[config.mk]
export PLATFORM = sky130hd
export DESIGN_NAME = hack_ram_arbiter
export DESIGN_NICKNAME = d
export VERILOG_FILES = /design/src/rtl/hack_arb_pkg.sv /design/src/rtl/arb_starve_timer.sv /design/src/rtl/hack_ram_arbiter.sv
export SDC_FILE = /design/constraint.sdc
export NUM_CORES = 1
export LEC_CHECK = 0
export BUFFER_PORTS_ARGS = -buffer_cell sky130_fd_sc_hd__buf_2
export CORE_ASPECT_RATIO = 0.75
export CORE_MARGIN = 4
export CORE_UTILIZATION = 25
export CTS_CLUSTER_SIZE = 40
export DETAILED_ROUTE_END_ITERATION = 10
export GPL_TIMING_DRIVEN = 0
export PLACE_DENSITY = 0.74
export SLEW_MARGIN = 20
export SYNTH_ARGS = -nofsm -noshare
export SYNTH_HDL_FRONTEND = slang
export SYNTH_HIERARCHICAL = 1
export SYNTH_SLANG_ARGS = --single-unit
[constraint.sdc]
create_clock -name clk -period 1.5 [get_ports clk]
set_clock_uncertainty 0.15 [all_clocks]
set_input_delay 0.3 -clock clk [delete_from_list [all_inputs] [get_ports clk]]
set_output_delay 0.3 -clock clk [all_outputs]
set_load 0.05 [all_outputs]
[src/rtl/hack_arb_pkg.sv]
// Shared types and constants for the Hack RAM arbiter.
package hack_arb_pkg;

  localparam int unsigned HACK_RAM_ADDR_W = 14;
  localparam int unsigned HACK_DATA_W     = 16;

  typedef enum logic {
    ARB_NORMAL = 1'b0,
    ARB_FORCE  = 1'b1
  } arb_state_e;

endpackage

[src/rtl/arb_starve_timer.sv]
// Counts cycles the secondary request waits un-granted; flags expiry so the
// next cycle can be forced to the secondary port.
module arb_starve_timer #(
  parameter int unsigned MAX_WAIT = 8
) (
  input  logic clk,
  input  logic reset_n,
  input  logic dma_valid,
  input  logic dma_ready,
  input  logic force_active,
  output logic expired
);

  localparam int unsigned CNT_W = $clog2(MAX_WAIT + 1);
  localparam logic [CNT_W-1:0] CNT_MAX = CNT_W'(MAX_WAIT);

  logic [CNT_W-1:0] count;
  logic [CNT_W-1:0] count_next;
  logic             waiting;

  // A non-waiting cycle is either an idle/abandoned request or a handshake;
  // both clear the count, as does leaving the forced cycle.
  always_comb begin
    waiting    = dma_valid && !dma_ready;
    count_next = count;
    if (!waiting || force_active)
      count_next = '0;
    else if (count != CNT_MAX)
      count_next = count + 1'b1;
  end

  // Expiry is flagged on the edge where the count reaches the limit, so the
  // forced grant lands in the cycle right after MAX_WAIT waiting cycles.
  assign expired = waiting && !force_active && (count_next == CNT_MAX);

  always_ff @(posedge clk or negedge reset_n) begin
    if (!reset_n)
      count <= '0;
    else
      count <= count_next;
  end

endmodule

[src/rtl/hack_ram_arbiter.sv]
// Fixed-priority CPU / secondary-master arbiter for the single-port Hack RAM.
// Optional starvation guard: define HACK_ARB_STARVE_GUARD_EN.
module hack_ram_arbiter
  import hack_arb_pkg::*;
#(
  parameter int unsigned ADDR_W   = HACK_RAM_ADDR_W,
  parameter int unsigned DATA_W   = HACK_DATA_W,
  parameter int unsigned MAX_WAIT = 8
) (
  input  logic              clk,
  input  logic              reset_n,
  input  logic              cpu_req,
  input  logic              cpu_we,
  input  logic [ADDR_W-1:0] cpu_addr,
  input  logic [DATA_W-1:0] cpu_wdata,
  output logic [DATA_W-1:0] cpu_rdata,
  output logic              cpu_hold,
  input  logic              dma_valid,
  output logic              dma_ready,
  input  logic              dma_we,
  input  logic [ADDR_W-1:0] dma_addr,
  input  logic [DATA_W-1:0] dma_wdata,
  output logic              dma_rvalid,
  output logic [DATA_W-1:0] dma_rdata,
  output logic              ram_we,
  output logic [ADDR_W-1:0] ram_addr,
  output logic [DATA_W-1:0] ram_wdata,
  input  logic [DATA_W-1:0] ram_rdata
);

  if (MAX_WAIT < 1) begin : g_bad_max_wait
    $error("hack_ram_arbiter: MAX_WAIT must be at least 1");
  end

  arb_state_e state;
  logic       dma_sel;
  logic       handshake;

  always_comb begin
    dma_sel   = (state == ARB_FORCE) || (!cpu_req && dma_valid);
    dma_ready = dma_sel && dma_valid;
    if (dma_sel) begin
      ram_we    = dma_valid && dma_we;
      ram_addr  = dma_addr;
      ram_wdata = dma_wdata;
    end else begin
      ram_we    = cpu_req && cpu_we;
      ram_addr  = cpu_addr;
      ram_wdata = cpu_wdata;
    end
  end

  assign handshake = dma_valid && dma_ready;
  assign cpu_rdata = ram_rdata;

  always_ff @(posedge clk or negedge reset_n) begin
    if (!reset_n) begin
      dma_rvalid <= 1'b0;
      dma_rdata  <= '0;
    end else begin
      dma_rvalid <= handshake && !dma_we;
      if (handshake && !dma_we)
        dma_rdata <= ram_rdata;
    end
  end

`ifdef HACK_ARB_STARVE_GUARD_EN
  logic expired;

  arb_starve_timer #(
    .MAX_WAIT(MAX_WAIT)
  ) u_starve_timer (
    .clk          (clk),
    .reset_n      (reset_n),
    .dma_valid    (dma_valid),
    .dma_ready    (dma_ready),
    .force_active (state == ARB_FORCE),
    .expired      (expired)
  );

  always_ff @(posedge clk or negedge reset_n) begin
    if (!reset_n) begin
      state    <= ARB_NORMAL;
      cpu_hold <= 1'b0;
    end else begin
      case (state)
        ARB_NORMAL: begin
          state    <= expired ? ARB_FORCE : ARB_NORMAL;
          cpu_hold <= expired;
        end
        default: begin
          state    <= ARB_NORMAL;
          cpu_hold <= 1'b0;
        end
      endcase
    end
  end
`else
  assign state    = ARB_NORMAL;
  assign cpu_hold = 1'b0;
`endif

endmodule

==> impl_summary.md <==
Yosys
The netlist area before placement is 0.00118 mm2. The count of yosys warnings during synthesis is 6. The register bit total from synthesis is 17. By area the synthesized netlist is led by sky130_fd_sc_hd__dfrtp_1, sky130_fd_sc_hd__mux2_2, sky130_fd_sc_hd__mux2_4, sky130_fd_sc_hd__buf_4, sky130_fd_sc_hd__buf_12. After synthesis, the netlist uses 11 different library cells. Sequential cells were found to cover 36.0% of the synthesized design area.

The average instance area after synthesis is 13.3 um2. The most used flip-flop cell after synthesis is sky130_fd_sc_hd__dfrtp_1. Counting every net in the synthesized netlist gives 171. The share of synthesized flip-flops with an asynchronous set or reset is 100%. Counting flops with a built-in enable in the synthesized netlist gives 0. The post-synthesis cell type with the largest combined area is sky130_fd_sc_hd__dfrtp_1. sky130_fd_sc_hd__mux2_2 is the most common cell in the netlist. Synthesis handed over a netlist of 89 instances.

After synthesis, the largest area contributor takes up 36.0% of total cell area. In the synthesized netlist, the cells that appear most often are sky130_fd_sc_hd__mux2_2, sky130_fd_sc_hd__buf_4, sky130_fd_sc_hd__dfrtp_1, sky130_fd_sc_hd__mux2_4, sky130_fd_sc_hd__buf_2.

Clock network
The maximum level of the CTS H-tree is 1. The clock tree from TritonCTS is yes. The clock latency reported for the late side of the worst-skew pair is 250 ps. The root buffer cell chosen for the clock tree is sky130_fd_sc_hd__clkbuf_8.

Clock-pin slew was measured on the worst setup and hold paths at 70 ps. Counting the buffers created by CTS gives 3. The clock passes through at most 2 buffers. The clock sink total is 17.

Placed design
The half-perimeter wire length after placement is 3.59 mm. The placer congestion estimate is 0.683. The cell area after placement is 0.00208 mm2. In this run the tool buffered the top-level ports with 146 buffer cells.

Timing
The top achievable clock speed is 0.585 GHz. Setup violations remaining at the end of the flow were counted as 31. Setup repair after global routing could not meet its margin everywhere.

Setup slack on the critical path of the routed design comes to -209 ps. The number of max-slew violations in the final report is 0. The number of hold violations in the final report is 0.

After routing, the total negative slack on setup checks comes to -5590 ps. Dividing the final minimum period by the clock period gives 114%. After layout, the minimum clock period comes to 1710 ps.

Power
The static leakage power is 1.37 nW. The peak supply drop is 0.456 mV. For this design the ratio of total power to cell area is 929 mW/mm2.

The net switching share of the total power is 45.5%. The internal power of the cells is 1.24 mW. The reported net switching power is 1.04 mW. Combinational cells account for 59.7% of the total power. Of the total power, registers draw 25.6%.

The clock power share is 14.6%.

Die
The area of the core region is 0.00452 mm2. The die is 87.4 um wide. For this configuration, the core starts out at a cell density of 26.2%. The total I/O pin count is 148.

The floorplan step set the die height to 67.6 um. The area enclosed by the die boundary is 0.00591 mm2. The site row count is 21.

Setup path
The worst flop-to-flop path startpoint is dma_rdata[14]. On the critical path, the stage with the largest delay is an instance of sky130_fd_sc_hd__mux2_2. STA puts the critical path data required time at 1050 ps. On the critical path the largest part of the delay comes from buffers and inverters. The largest fanout on the critical path is 10.

Traced cell by cell, the critical path runs through buf_2, nand2b_4, buf_8, mux2_2, buf_6. On the worst path, the slowest cell contributes a delay of 350 ps. The number of cells on the worst reg-to-reg path is 1.

The source of the critical timing path is dma_valid. STA classifies the critical path startpoint as an input pin. The worst setup path is of the in -> out kind. The number of buffers and inverters on the critical path is 3. STA classifies the critical path endpoint as an output port.

For the worst setup path, the data arrival time is 1260 ps. The endpoint identified for the worst register-to-register timing path is dma_rdata[14]. Across all register-to-register paths, the minimum setup slack is 580 ps.

Global route
The number of antenna violations at the first check in global routing is 0. The global-route total usage across every layer is 13.1%. After global routing the overflow that remains totals 0. The largest net degree at the start of global routing is 18. The via count of the first global-routing pass is 1270. The first global-routing pass estimated 5.95 mm of wire.

Min path
The tightest min-delay check is of the in -> reg type. In this run the most critical hold path is launched from ram_rdata[0]. The worst hold path was traced through 2 stages. The end of the worst hold path is dma_rdata[0].

Route
The first-pass iteration count of the detailed router is 2. For this block, the initial DRC count from the detailed router was 15. The number of remaining DRC errors is 0. The routed design has 4.49 mm of wire. Using the TritonRoute via totals, the vias-per-cell ratio works out to 4.23. The detailed router placed 1277 vias in this run.

The number of nets still failing antenna checks after routing is 0. The routed wirelength normalized by instance count is 14.9 um.

Job
The reported max-cap violation count is 0.

Finish
The total inserted antenna cells is 0. The fraction of layout instances using a drive strength above 1 is 92.2%. In the final design database the tool counted 328 nets. The area of all placed cells without fillers is 0.00245 mm2. The area overhead of the layout relative to synthesis is 107%.

Run status
The run finished, with violations left. The final reports fail on negative setup slack.
[layer usage]
metal | up-vias | track usage, % | share of wire [%] | wire, um
met5 | - | 0 | 0 | 0
met4 | 0 | 2.87 | 0.65 | 29
met3 | 2 | 3.29 | 6.5 | 293
met2 | 49 | 24.4 | 58 | 2610
met1 | 616 | 15.0 | 35 | 1560
li1 | 610 | - | - | -
[flip-flops by register name, summed over array words and instances (netlist names)]
| name | flops |
|---|---|
| dma_rvalid | 1 |
| dma_rdata | 16 |
[layout by cell type (no fill, tap or decap)]
cell type                       count
sky130_fd_sc_hd__mux2_2            16
sky130_fd_sc_hd__clkbuf_8           3
sky130_fd_sc_hd__buf_12             3
sky130_fd_sc_hd__buf_8              3
sky130_fd_sc_hd__nor3b_4            1
sky130_fd_sc_hd__clkinv_2           1
sky130_fd_sc_hd__a22o_4             1
sky130_fd_sc_hd__buf_4             21
sky130_fd_sc_hd__buf_16             1
sky130_fd_sc_hd__dfrtp_1           17
sky130_fd_sc_hd__conb_1             1
sky130_fd_sc_hd__nand2b_4           1
sky130_fd_sc_hd__mux2_4            30
sky130_fd_sc_hd__buf_6             31
sky130_fd_sc_hd__buf_2            113
sky130_fd_sc_hd__dlygate4sd3_1      1
sky130_fd_sc_hd__clkinvlp_4         1
[worst max path at each step]
stage                                to  slack (ps)  depth (start not counted)
after floorplan                  ram_we        -130                          4
after global placement      ram_addr[4]        -380                          5
after detailed placement   ram_wdata[4]        -390                          5
after CTS                   ram_addr[4]        -210                          5
after global routing      ram_wdata[14]        -230                          5
final                     ram_wdata[14]        -210                          5
[through the flow]
step | setup slack, ps | total power [mW] | utilization [%] | hold WS [ps] | instances
detailed placement | -388 | 1.82 | 46.1 | 95.5 | 292
global placement | -381 | 1.80 | 46.1 | 93.2 | 292
floorplan | -129 | 1.50 | - | -146 | 89
CTS | -210 | 2.28 | 52.9 | 135 | 300
global route | -235 | 2.37 | 54.2 | 145 | 302
finish | -209 | 2.28 | 54.2 | 144 | 302
[power groups by stage]
stage          clock network [mW]  logic (mW)  registers, mW
4_1_cts                     0.352        1.34          0.584
3_3_place_gp                    0        1.22          0.588
5_1_grt                     0.366        1.41          0.597
6_report                    0.333        1.36          0.584
2_1_floorplan                   0       0.614          0.886
3_5_place_dp                    0        1.23          0.591
[final cells by class]
| type | count | area, um2 |
|---|---|---|
| Tap cell | 57 | 71.3 |
| Timing Repair Buffer | 152 | 1010 |
| Clock inverter | 1 | 5.00 |
| Clock buffer | 3 | 41.3 |
| Sequential cell | 17 | 425 |
| Buffer | 21 | 203 |
| Inverter | 1 | 7.51 |
| Multi-Input combinational cell | 50 | 684 |
| Fill cell | 408 | 2070 |
[logic make-up after synthesis]
family / after synthesis / synth area share (%)
AND/OR/NAND/NOR: 2 / 2.12
buffers and inverters: 22 / 14.1
flip-flops: 17 / 36.0
AO/OA/AOI/OAI: 1 / 0.847
multiplexers: 46 / 46.7
other: 1 / 0.317
[timing repair]
| action | CTS | global route |
|---|---|---|
| buffers inserted | 2 | 2 |
| hold endpoints to repair | 17 | 0 |
| endpoints found under the setup margin | 32 | 41 |
| cloned | 1 | 0 |
| hold buffers | 1 | 0 |
| resized for setup | 67 | 12 |
| pin swaps | 1 | 1 |
No activity file was read; power rests on OpenSTA's default activity.
